**src/rtl/motor_pkg.sv**
```systemverilog
// Shared state encoding and default timing constants for the stepper pulse generator.
// Imported by the RTL and by the bench.
package motor_pkg;

  typedef enum logic [1:0] {
    IDLE  = 2'd0,
    SETUP = 2'd1,
    RUN   = 2'd2,
    DECEL = 2'd3
  } state_t;

  localparam int unsigned DEF_PW         = 16;
  localparam logic [15:0] DEF_MAX_PERIOD = 16'd16000;
  localparam logic [15:0] DEF_MIN_PERIOD = 16'd2000;
  localparam logic [15:0] DEF_ACCEL      = 16'd500;
  localparam logic [15:0] DEF_PULSE_W    = 16'd100;
  localparam logic [15:0] DEF_DIR_SETUP  = 16'd200;

endpackage

```
**src/rtl/step_ramp.sv**
```systemverilog
// Step period register with saturating accelerate/decelerate updates.
// load_max has priority over decel_inc, which has priority over accel_dec.
module step_ramp
  import motor_pkg::*;
#(
  parameter int unsigned     PW         = DEF_PW,
  parameter logic [PW-1:0]   MAX_PERIOD = DEF_MAX_PERIOD,
  parameter logic [PW-1:0]   MIN_PERIOD = DEF_MIN_PERIOD,
  parameter logic [PW-1:0]   ACCEL      = DEF_ACCEL
) (
  input  logic          clk,
  input  logic          rst_n,
  input  logic          accel_dec,
  input  logic          decel_inc,
  input  logic          load_max,
  output logic [PW-1:0] period
);

  logic [PW:0]   sum;
  logic [PW:0]   diff;
  logic [PW-1:0] period_d;

  // One extra bit so neither the add nor the subtract can wrap before clamping.
  always_comb begin
    sum      = {1'b0, period} + {1'b0, ACCEL};
    diff     = {1'b0, period} - {1'b0, ACCEL};
    period_d = period;
    if (load_max) begin
      period_d = MAX_PERIOD;
    end else if (decel_inc) begin
      period_d = (sum >= {1'b0, MAX_PERIOD}) ? MAX_PERIOD : sum[PW-1:0];
    end else if (accel_dec) begin
      period_d = (diff[PW] || (diff[PW-1:0] <= MIN_PERIOD)) ? MIN_PERIOD : diff[PW-1:0];
    end
  end

  always_ff @(posedge clk or negedge rst_n) begin
    if (!rst_n) begin
      period <= MAX_PERIOD;
    end else begin
      period <= period_d;
    end
  end

endmodule

```
**src/rtl/motor_step_gen.sv**
```systemverilog
// Stepper driver front end: linear period ramp, direction-setup delay and
// registered STEP/DIR_OUT/DRV_ENn outputs, driven by the en/dir command pair.
module motor_step_gen
  import motor_pkg::*;
#(
  parameter int unsigned   PW         = DEF_PW,
  parameter logic [PW-1:0] MAX_PERIOD = DEF_MAX_PERIOD,
  parameter logic [PW-1:0] MIN_PERIOD = DEF_MIN_PERIOD,
  parameter logic [PW-1:0] ACCEL      = DEF_ACCEL,
  parameter logic [PW-1:0] PULSE_W    = DEF_PULSE_W,
  parameter logic [PW-1:0] DIR_SETUP  = DEF_DIR_SETUP
) (
  input  logic          CLK,
  input  logic          RSTn,
  input  logic          en,
  input  logic          dir,
  output logic          STEP,
  output logic          DIR_OUT,
  output logic          DRV_ENn,
  output logic          busy,
  output logic          at_speed,
  output logic [PW-1:0] step_cnt,
  output state_t        dbg_state
);

  localparam logic [PW-1:0] SETUP_LAST = DIR_SETUP - PW'(1);

  state_t        state_q, state_d;
  logic [PW-1:0] cnt_q, cnt_d;
  logic [PW-1:0] scnt_q, scnt_d;
  logic [PW-1:0] period;
  logic [PW:0]   cnt_p1;
  logic          dir_d, drv_enn_d, step_d, cnt_inc;
  logic          accel_dec, decel_inc, load_max;
  logic          boundary, stop_req, at_max, winding_down;

  step_ramp #(
    .PW         (PW),
    .MAX_PERIOD (MAX_PERIOD),
    .MIN_PERIOD (MIN_PERIOD),
    .ACCEL      (ACCEL)
  ) u_ramp (
    .clk       (CLK),
    .rst_n     (RSTn),
    .accel_dec (accel_dec),
    .decel_inc (decel_inc),
    .load_max  (load_max),
    .period    (period)
  );

  assign cnt_p1       = {1'b0, cnt_q} + (PW+1)'(1);
  assign boundary     = (cnt_p1 == {1'b0, period});
  assign stop_req     = !en || (dir != DIR_OUT);
  assign at_max       = (period >= MAX_PERIOD);
  assign winding_down = (state_q == DECEL) || stop_req;

  assign busy      = (state_q != IDLE);
  assign at_speed  = (state_q == RUN) && (period == MIN_PERIOD);
  assign dbg_state = state_q;

  // cnt_inc marks every edge that starts a new step, so step_cnt counts STEP rises.
  always_comb begin
    state_d   = state_q;
    cnt_d     = cnt_q;
    scnt_d    = scnt_q;
    dir_d     = DIR_OUT;
    drv_enn_d = DRV_ENn;
    cnt_inc   = 1'b0;
    accel_dec = 1'b0;
    decel_inc = 1'b0;
    load_max  = 1'b0;
    case (state_q)
      IDLE: begin
        if (en) begin
          drv_enn_d = 1'b0;
          if (dir == DIR_OUT) begin
            state_d  = RUN;
            cnt_d    = '0;
            load_max = 1'b1;
            cnt_inc  = 1'b1;
          end else begin
            state_d = SETUP;
            dir_d   = dir;
            scnt_d  = '0;
          end
        end
      end
      SETUP: begin
        scnt_d = scnt_q + PW'(1);
        if (!en) begin
          state_d   = IDLE;
          drv_enn_d = 1'b1;
        end else if (scnt_q == SETUP_LAST) begin
          state_d  = RUN;
          cnt_d    = '0;
          load_max = 1'b1;
          cnt_inc  = 1'b1;
        end
      end
      RUN, DECEL: begin
        if (!boundary) begin
          cnt_d = cnt_p1[PW-1:0];
        end else begin
          cnt_d = '0;
          if (winding_down && at_max) begin
            state_d   = IDLE;
            drv_enn_d = 1'b1;
            load_max  = 1'b1;
          end else if (winding_down) begin
            state_d   = DECEL;
            decel_inc = 1'b1;
            cnt_inc   = 1'b1;
          end else begin
            accel_dec = 1'b1;
            cnt_inc   = 1'b1;
          end
        end
      end
      default: state_d = IDLE;
    endcase
    // STEP is the registered image of the next counter value, hence glitch-free.
    step_d = ((state_d == RUN) || (state_d == DECEL)) && (cnt_d < PULSE_W);
  end

  always_ff @(posedge CLK or negedge RSTn) begin
    if (!RSTn) begin
      state_q  <= IDLE;
      cnt_q    <= '0;
      scnt_q   <= '0;
      STEP     <= 1'b0;
      DIR_OUT  <= 1'b0;
      DRV_ENn  <= 1'b1;
      step_cnt <= '0;
    end else begin
      state_q <= state_d;
      cnt_q   <= cnt_d;
      scnt_q  <= scnt_d;
      STEP    <= step_d;
      DIR_OUT <= dir_d;
      DRV_ENn <= drv_enn_d;
      if (cnt_inc) begin
        step_cnt <= step_cnt + PW'(1);
      end
    end
  end

endmodule

```
**config.mk**
```make
export PLATFORM = sky130hd
export DESIGN_NAME = motor_step_gen
export DESIGN_NICKNAME = d
export VERILOG_FILES = /design/src/rtl/motor_pkg.sv /design/src/rtl/step_ramp.sv /design/src/rtl/motor_step_gen.sv
export SDC_FILE = /design/constraint.sdc
export NUM_CORES = 1
export LEC_CHECK = 0
export BUFFER_PORTS_ARGS = -buffer_cell sky130_fd_sc_hd__clkbuf_2
export CORE_ASPECT_RATIO = 1.1
export CORE_MARGIN = 8
export CORE_UTILIZATION = 56
export CTS_BUF_LIST = sky130_fd_sc_hd__clkbuf_16
export DETAILED_ROUTE_END_ITERATION = 7
export PLACE_DENSITY = 0.74
export REMOVE_ABC_BUFFERS = 1
export SLEW_MARGIN = 20
export SYNTH_ARGS = -nofsm -noshare
export SYNTH_HDL_FRONTEND = slang
export SYNTH_SLANG_ARGS = --single-unit
export TNS_END_PERCENT = 1
```
**constraint.sdc**
```tcl
create_clock -name CLK -period 3.09 [get_ports CLK]
set_input_delay 0.309 -clock CLK [delete_from_list [all_inputs] [get_ports CLK]]
set_output_delay 0.309 -clock CLK [all_outputs]
set_load 0.03 [all_outputs]
```
* Word level (Yosys, flattened, before mapping)
Cells that the tools add are included.
Word-level totals: register bits after elaboration 69, input port bits 4, output and inout bits 23, logic and storage cells 94
Cells by class: muxes and demuxes 45, bitwise operators 1, add/subtract/negate cells 5, equal/unequal tests 15, reduce and logical (&&, ||, !) cells 16, magnitude comparators 4
Operator list (number):
- $mux 16 | 12
- $pmux 16 s3 | 1
- $add 16x1->16 const B | 2
- $pmux 16 s2 | 1
- $mux 1 | 20
- $add 16x1->17 const B | 1
- $add 16x9->17 const B | 1
- $eq 17x16->1 | 1
- $ge 17x14->1 const B | 1
- $sub 16x9->17 const B | 1
- $eq 16x11->1 const B | 1
- $eq 16x8->1 const B | 1
- $ge 16x14->1 const B | 1
- $le 16x11->1 const B | 1
- $lt 16x7->1 const B | 1
- $mux 2 | 7
- $ne 2x2->1 const B | 5
- $pmux 1 s3 | 3
- $eq 2x2->1 const B | 4
- $pmux 2 s3 | 1
- $reduce_and 3->1 | 2
- $logic_or 1x1->1 | 4
- $reduce_and 4->1 | 1
- $reduce_bool 2->1 | 2
- other kinds (9) | 11

* Logic depth before layout (Yosys ltp)
Gate-level depths: netlist of the first run.
depth after elaboration 10, gate-level depth with buffers 13, mapped depth without buffers 11

* Modules after synthesis
From an unflattened synthesis of the first run, not the netlist that was laid out.
Second synthesis, totals: cells, all modules 568, area total of the unflattened synthesis 5032.3 um^2
Modules (own cells, without submodules):
- motor_step_gen | cells an instance 365, instances 1, area an instance 3392.0 um^2
- step_ramp | cells an instance 203, instances 1, area an instance 1640.3 um^2

* Worst setup path before layout of the first run
Ideal clock, no wire load.
path kind register to register, start register cnt_q[0], end register STEP, library setup time 87 ps, setup slack -38 ps, period minus slack after synthesis 3128 ps, cell stages (with the launch flop) 12, arrival time 3041 ps, cells stage by stage dfrtp_1 -> ha_1 -> nand3_2 -> or4b_1 -> o2111ai_1 -> o2111ai_1 -> or4_4 -> buf_6 -> o21ai_4 -> a21oi_1 -> a211o_1 -> a211oi_2
On the way: cells in the longest elaborated chain, start to end 7, elaborated cells between the ends (all ways) 15
RTL lines:
- start: declaration | RTL line motor_step_gen.sv:29 | logic [PW-1:0] cnt_q, cnt_d;
- start signal: assignment | RTL line motor_step_gen.sv:136 | cnt_q <= cnt_d;
- branches (longest 6 deep; another with $add 16x1->17)
- $logic_and 1x1->1 (*) | RTL line motor_step_gen.sv:122 | step_d = ((state_d == RUN) || (state_d == DECEL)) && (cnt_d < PULSE_W);
- named net step_d | RTL line motor_step_gen.sv:33 | logic dir_d, drv_enn_d, step_d, cnt_inc;
- end signal: assignment | RTL line motor_step_gen.sv:138 | STEP <= step_d;
- end: declaration | RTL line motor_step_gen.sv:17 | output logic STEP,
Mark *: on every way through the listed nets, which the timed path passes. A chain may end at the register's enable or synchronous reset.

* Worst setup path in the final report of the first run
start register cnt_q[0], end register STEP
On the way: elaborated cells between the ends (all ways) 15
RTL lines:
- $add 16x1->17 (*) | RTL line motor_step_gen.sv:51 | assign cnt_p1 = {1'b0, cnt_q} + (PW+1)'(1);
- $eq 17x16->1 | RTL line motor_step_gen.sv:52 | assign boundary = (cnt_p1 == {1'b0, period});
- $mux 16 (*) | RTL line motor_step_gen.sv:101 | if (!boundary) begin
- $pmux 16 s3 (*) | RTL line motor_step_gen.sv:72 | case (state_q)
- named net cnt_d[5] | RTL line motor_step_gen.sv:29
- $lt 16x7->1 (*) | RTL line motor_step_gen.sv:122
- $logic_and 1x1->1 (*) | RTL line motor_step_gen.sv:122
- named net step_d | RTL line motor_step_gen.sv:33
Mark *: on every way through the listed nets, which the timed path passes. The rest lies on a longest branch.

==> results of run 1 <==
## routing by layer
metal / vias to the layer above / track usage / wire [um]
met5: - / 0 / 0
met4: 0 / 0.146 / 809
met3: 73 / 0.0538 / 1080
met2: 285 / 0.469 / 8380
met1: 2577 / 0.322 / 6710
li1: 2378 / - / -
## where the power goes
group          internal (mW)  total (mW)  switching [mW]
Sequential             0.878       0.882         0.00358
Clock                  0.714        1.15           0.441
Combinational         0.0129      0.0453          0.0323
Total                   1.60        2.08           0.477
## final cells by class
cell class	instances	area, um2
Multi-Input combinational cell	471	3300
Fill cell	674	2380
Sequential cell	67	1700
Timing Repair Buffer	123	896
Clock buffer	9	225
Tap cell	114	143
Clock inverter	7	101
Inverter	10	37.5
## worst max-delay path by stage
stage / cells past startpoint / start / end
floorplan: 10 / cnt_q[0] / step_cnt[6]
global placement: 10 / cnt_q[2] / step_cnt[1]
detailed placement: 10 / cnt_q[2] / step_cnt[1]
CTS: 11 / cnt_q[0] / STEP
global route: 11 / cnt_q[0] / STEP
finish: 11 / cnt_q[0] / STEP
## repair_timing
| item | 4_1_cts | 5_1_grt |
|---|---|---|
| endpoints found under the setup margin | 28 | 34 |
| resized for setup | 25 | 41 |
| hold buffers | 0 | 0 |
| gates cloned | 1 | 0 |
| setup buffers | 3 | 10 |
| pin swaps | 5 | 22 |
## sequential cells by signal, indices dropped and copies added (netlist names)
name           cells
step_cnt          16
dbg_state          2
cnt_q             16
u_ramp.period     14
scnt_q            16
STEP               1
DRV_ENn            1
DIR_OUT            1
## stage by stage
step	hold slack [ps]	power (mW)	cell area [um2]	instances
detailed placement	470	0.939	5730	771
floorplan	13.4	0.910	4820	547
CTS	206	2.08	6180	791
finish	165	2.08	6400	801
global route	263	2.13	6400	801
global placement	459	0.939	5730	771
## synthesized netlist by cell type, types with 3 or more instances
master | instances | area, um2
nand2_1 | 54 | 203
xnor2_1 | 31 | 272
nor4_1 | 5 | 31.3
mux2_2 | 4 | 45.0
a211o_1 | 5 | 43.8
a22o_1 | 4 | 35.0
nand2b_1 | 5 | 31.3
dfrtp_1 | 60 | 1500
o21a_1 | 3 | 22.5
and4_1 | 8 | 70.1
or3_1 | 7 | 43.8
o41ai_1 | 4 | 35.0
a21boi_0 | 3 | 22.5
o22ai_1 | 3 | 18.8
a31oi_1 | 5 | 31.3
nand4_1 | 21 | 131
ha_1 | 7 | 87.6
nor3_1 | 13 | 65.1
or2_2 | 6 | 37.5
nand3b_1 | 4 | 30.0
o31ai_1 | 8 | 60.1
or4_1 | 6 | 45.0
o211ai_1 | 3 | 22.5
a211oi_1 | 6 | 45.0
nor2_1 | 59 | 221
a21oi_1 | 28 | 140
o2111ai_1 | 4 | 35.0
buf_2 | 11 | 55.1
nand3_1 | 29 | 145
o21ai_0 | 34 | 170
and2_1 | 4 | 25.0
clkbuf_1 | 26 | 97.6
inv_1 | 9 | 33.8
mux2i_1 | 7 | 70.1
and3_1 | 13 | 81.3
o221ai_1 | 4 | 35.0
xor2_1 | 24 | 210
nand4b_1 | 3 | 26.3
dfstp_2 | 7 | 184
## cell usage in the layout (no fill, tap or decap), types with 9 or more instances in the layout
cell	instances
o21ai_0	30
clkbuf_16	9
xnor2_1	31
xor2_1	24
and3_1	12
nand4_1	21
nor2_1	56
inv_1	9
a21oi_1	26
buf_4	88
dfrtp_2	10
dfrtp_1	50
nor3_1	11
clkbuf_2	25
nand2_1	51
nand3_1	28
## logic make-up after synthesis
| kind of cell | synth area share |
|---|---|
| adder cells (fa/ha/maj) | 0.0175 |
| multiplexers | 0.0230 |
| AO/OA/AOI/OAI | 0.196 |
| AND/OR/NAND/NOR | 0.286 |
| XOR/XNOR | 0.0963 |
| flip-flops | 0.337 |
| buffers and inverters | 0.0440 |
==> impl_metrics.ini, run 1 <==
[outcome]
status = complete, but fails checks
failed_checks = negative setup slack

[routing]
viasPerCell = 6.63
drtAntennaViolNets = 0
wire_per_inst_um = 21.2
routed_wl_um = 17000
drc = 0
num_vias = 5313
dr.pass1.iters = 4
drtIter0Drc = 382

[critical_path]
worst-setup-path-type = register to register
critical_path.startpoint_type = register
crit_arrival_ps = 3430
worstSetupEndpointType = register
required_ps = 3340
reg2regPathDepth = 11
cpLargestDelayFamily = compound AO/OA/AOI/OAI gates
critPathMaxFanout = 6
r2r-end = STEP
max_stage_delay_ps = 610
crit_buf_inv = 2
cp_slowest_cell = or4_4
r2r_start = cnt_q[0]
crit_chain = buf_6 > nand4_4 > o31ai_2 > nand3_1 > a211o_1 > buf_4 > or4_4 > o21ai_4 > nor2_4 > o311a_1 > a211oi_2
r2r_setup_slack_ps = -90

[layout]
antenna_cells = 0
area_growth_pct = 28.1
drive_above_1_share = 0.311
fin_util = 0.729
fin_nets = 693

[sta]
relSlewSlack = 0.345
hold_viol = 0
fin_skew_ps = 9.60
fmax_ghz = 0.314
tightestPinTransition_ps = 980
post-route-period-util = 1.03
period_minus_slack_ps = 3180
rsz0062_at_grt = yes
finalSetupViolations = 12
setup_tns_ps = -646
worst_slack_ps = -90.9
maxSlewViolCount = 0

[synth]
seq_area_frac_synth = 0.337
ys_ff_latch = 67
syn_inst = 588
synth_edf_count = 0
syn_avg_cell_area_um2 = 8.50
synth_warnings = 0
ys_types = 80
synth-async-reset-ratio = 1.00
synthesis.area_um2 = 5000
synth_flop_cell = dfrtp_1

[clock_network]
clkTransAtPathRegs_ps = 60
cts_buffers = 9
htree_num_levels = 3
clockBufferDepth = 2
clock_latency_ps = 340
cts_sinks = 67
cts_tree = done
cts-root-buf = clkbuf_16

[placed_design]
dp_slack_ps = -118
place_congestion = 0.991
hpwl_um = 11500
portBuffers = 26

[die]
coreArea_um2 = 8780
fp.dieH_um = 115
pin_count = 27
fp.dieW_um = 106
dieArea_um2 = 12200
start_util = 0.569
core.rowCount = 36

[min_path]
holdCritPathClass = input pin to asynchronous set/reset pin

[global_routing]
antenna_found_initial = 0
grt_pass1_vias = 5243
grt_max_degree = 68
grt_pass1_wl_um = 26700
grt_overflow_total = 0
gr-usage-all-layers = 0.275

[pwr]
p_leak_nw = 2.82
vdd_drop_max_uv = 428
p_per_area_nw_per_um2 = 325

[run]
maxCapViolCount = 0
(Power assumes the default switching activity.)
==> run 2, diff against run 1 <==
- CORE_ASPECT_RATIO: 1.1 -> 0.7
- CORE_UTILIZATION: 56 -> 58
- CTS_BUF_LIST: sky130_fd_sc_hd__clkbuf_16 -> sky130_fd_sc_hd__clkbuf_8
- PLACE_DENSITY: 0.74 -> 0.76
==> run 2 against run 1 <==
The run still ends with negative setup slack left. Maximum frequency shrank 0.75%. Routed wire length grew 2.7%. Worst hold slack lost 160 ps. Combinational power grew 16%. Clock power shrank 34%. Via count grew 2.7%. Sequential share of layout area is essentially flat. Worst setup slack lost 24 ps. Global-route usage grew 0.60 points. Core utilization grew 3.3 points. Sequential power is essentially flat. Clock-buffer cell count grew 1. Critical path type unchanged. Critical endpoint is now u_ramp.period[5]. Largest power group is now sequential cells.
==> impl_metrics.ini, run 2 (synthesis results as in run 1) <==
[sta]
maxSlewViolCount = 0
rsz0062_at_grt = yes
hold_viol = 0
fin_skew_ps = 9.35
holdWs_ps = 2.27
worst_slack_ps = -115
finalSetupViolations = 18
setup_tns_ps = -829
tightestPinTransition_ps = 715
post-route-period-util = 1.04
period_minus_slack_ps = 3200
fmax_ghz = 0.312
relSlewSlack = 0.524

[routing]
met2_wirelength_um = 7770
wl_met1_um = 7190
num_vias = 5458
viasPerCell = 6.81
wire_per_inst_um = 21.8
top_layer = met4
drtAntennaViolNets = 0
route.met3.wl_um = 1940
drtIter0Drc = 633
drc = 0
dr.pass1.iters = 5
routed_wl_um = 17400

[critical_path]
critical_path.startpoint_type = register
critPathMaxFanout = 7
critPathLaunch = cnt_q[6]
required_ps = 3370
crit_arrival_ps = 3490
worst-setup-path-type = register to register
worstSetupEndpointType = register
r2r_start = cnt_q[6]

[die]
fp.dieH_um = 93.7
fp.dieW_um = 127
dieArea_um2 = 11900
core.rowCount = 28
coreArea_um2 = 8410
start_util = 0.595
pin_count = 27

[global_routing]
grt_max_degree = 32
gr-usage-all-layers = 0.281
grt_pass1_wl_um = 26800
grt_overflow_total = 0
antenna_found_initial = 0
grt_pass1_vias = 5023

[layout]
final_cell_mix = buf_4, nor2_1, nand2_1
layout_commonest_cell = buf_4
reg_top3 = cnt_q: 16 flops, scnt_q: 16 flops, step_cnt: 16 flops
fin_cells = 801
fin_util = 0.762
fin_nets = 702
drive_above_1_share = 0.319
fin_area_um2 = 6410
antenna_cells = 0
area_growth_pct = 28.2

[pwr]
netSwitchingPower_uw = 407
pwr-share-seq = 0.519
pwr-share-clk = 0.450
intPower_mw = 1.29
vdd_drop_max_uv = 423
p_sw_frac = 0.240
totalPowerFinal_mw = 1.70
p_per_area_nw_per_um2 = 265
p_leak_nw = 2.80
comb_power_share = 0.031

[clock_network]
clockBufferDepth = 2
htree_num_levels = 3
cts-root-buf = clkbuf_8
cts_sinks = 67
clock_latency_ps = 350
cts_tree = done
hold_buffers = 0
clkTransAtPathRegs_ps = 80
cts_buffers = 9

[placed_design]
portBuffers = 26
placed_cell_area_um2 = 5720
placed_cells = 762
dp_slack_ps = -157
hpwl_um = 11400
place_congestion = 0.999

[outcome]
status = complete, but fails checks
failed_checks = negative setup slack

[run]
maxCapViolCount = 0

[min_path]
holdCritPathClass = input pin to asynchronous set/reset pin
run 2: area by class of cell:
class | instances | area (um2)
sequential | 67 | 1700
timing repair buffer | 131 | 950
clock buffer | 10 | 138
fill | 557 | 2000
tap | 105 | 131
inverter | 10 | 37.5
clock inverter | 6 | 65.1
multi-input combinational | 472 | 3390
run 2: final timing paths:
kind / to / slack (ps) / cells past startpoint
min reg2reg: step_cnt[15] / 480 / 1
min in group CLK: DIR_OUT / 250 / 2
max in group asynchronous: DRV_ENn / 2200 / 2
min: cnt_q[8] / 2 / 1
max reg2reg: u_ramp.period[5] / -110 / 11
max: u_ramp.period[5] / -110 / 11
run 2: timing repair:
action / CTS / global route
gates resized for setup: 23 / 44
pin swaps: 8 / 23
buffers inserted: 11 / 10
endpoints found under the setup margin: 26 / 33
cloned: 1 / 1
run 2: routing by layer:
metal / vias to the layer above / GRT usage
li1: 2387 / -
met1: 2611 / 0.380
met2: 396 / 0.440
met3: 64 / 0.0731
met4: 0 / 0.0730
met5: - / 0
run 2: power by group through the flow:
stage	logic (mW)	clock network (mW)	registers, mW
after global routing	0.0590	0.804	0.880
final	0.0524	0.763	0.880
after CTS	0.0488	0.767	0.880
after floorplan	0.0139	0	0.897
after global placement	0.0450	0	0.897
after detailed placement	0.0459	0	0.897
run 2: worst max-delay path, stage by stage, from the launching register on:
cell,delay (ps)
dfrtp_2,490
nand3_2,260
nor4_2,380
o21ai_1,160
a211o_4,370
buf_4,150
or4_4,570
buf_4,170
nor3_2,210
buf_4,180
a21oi_1,60
mux2i_1,120
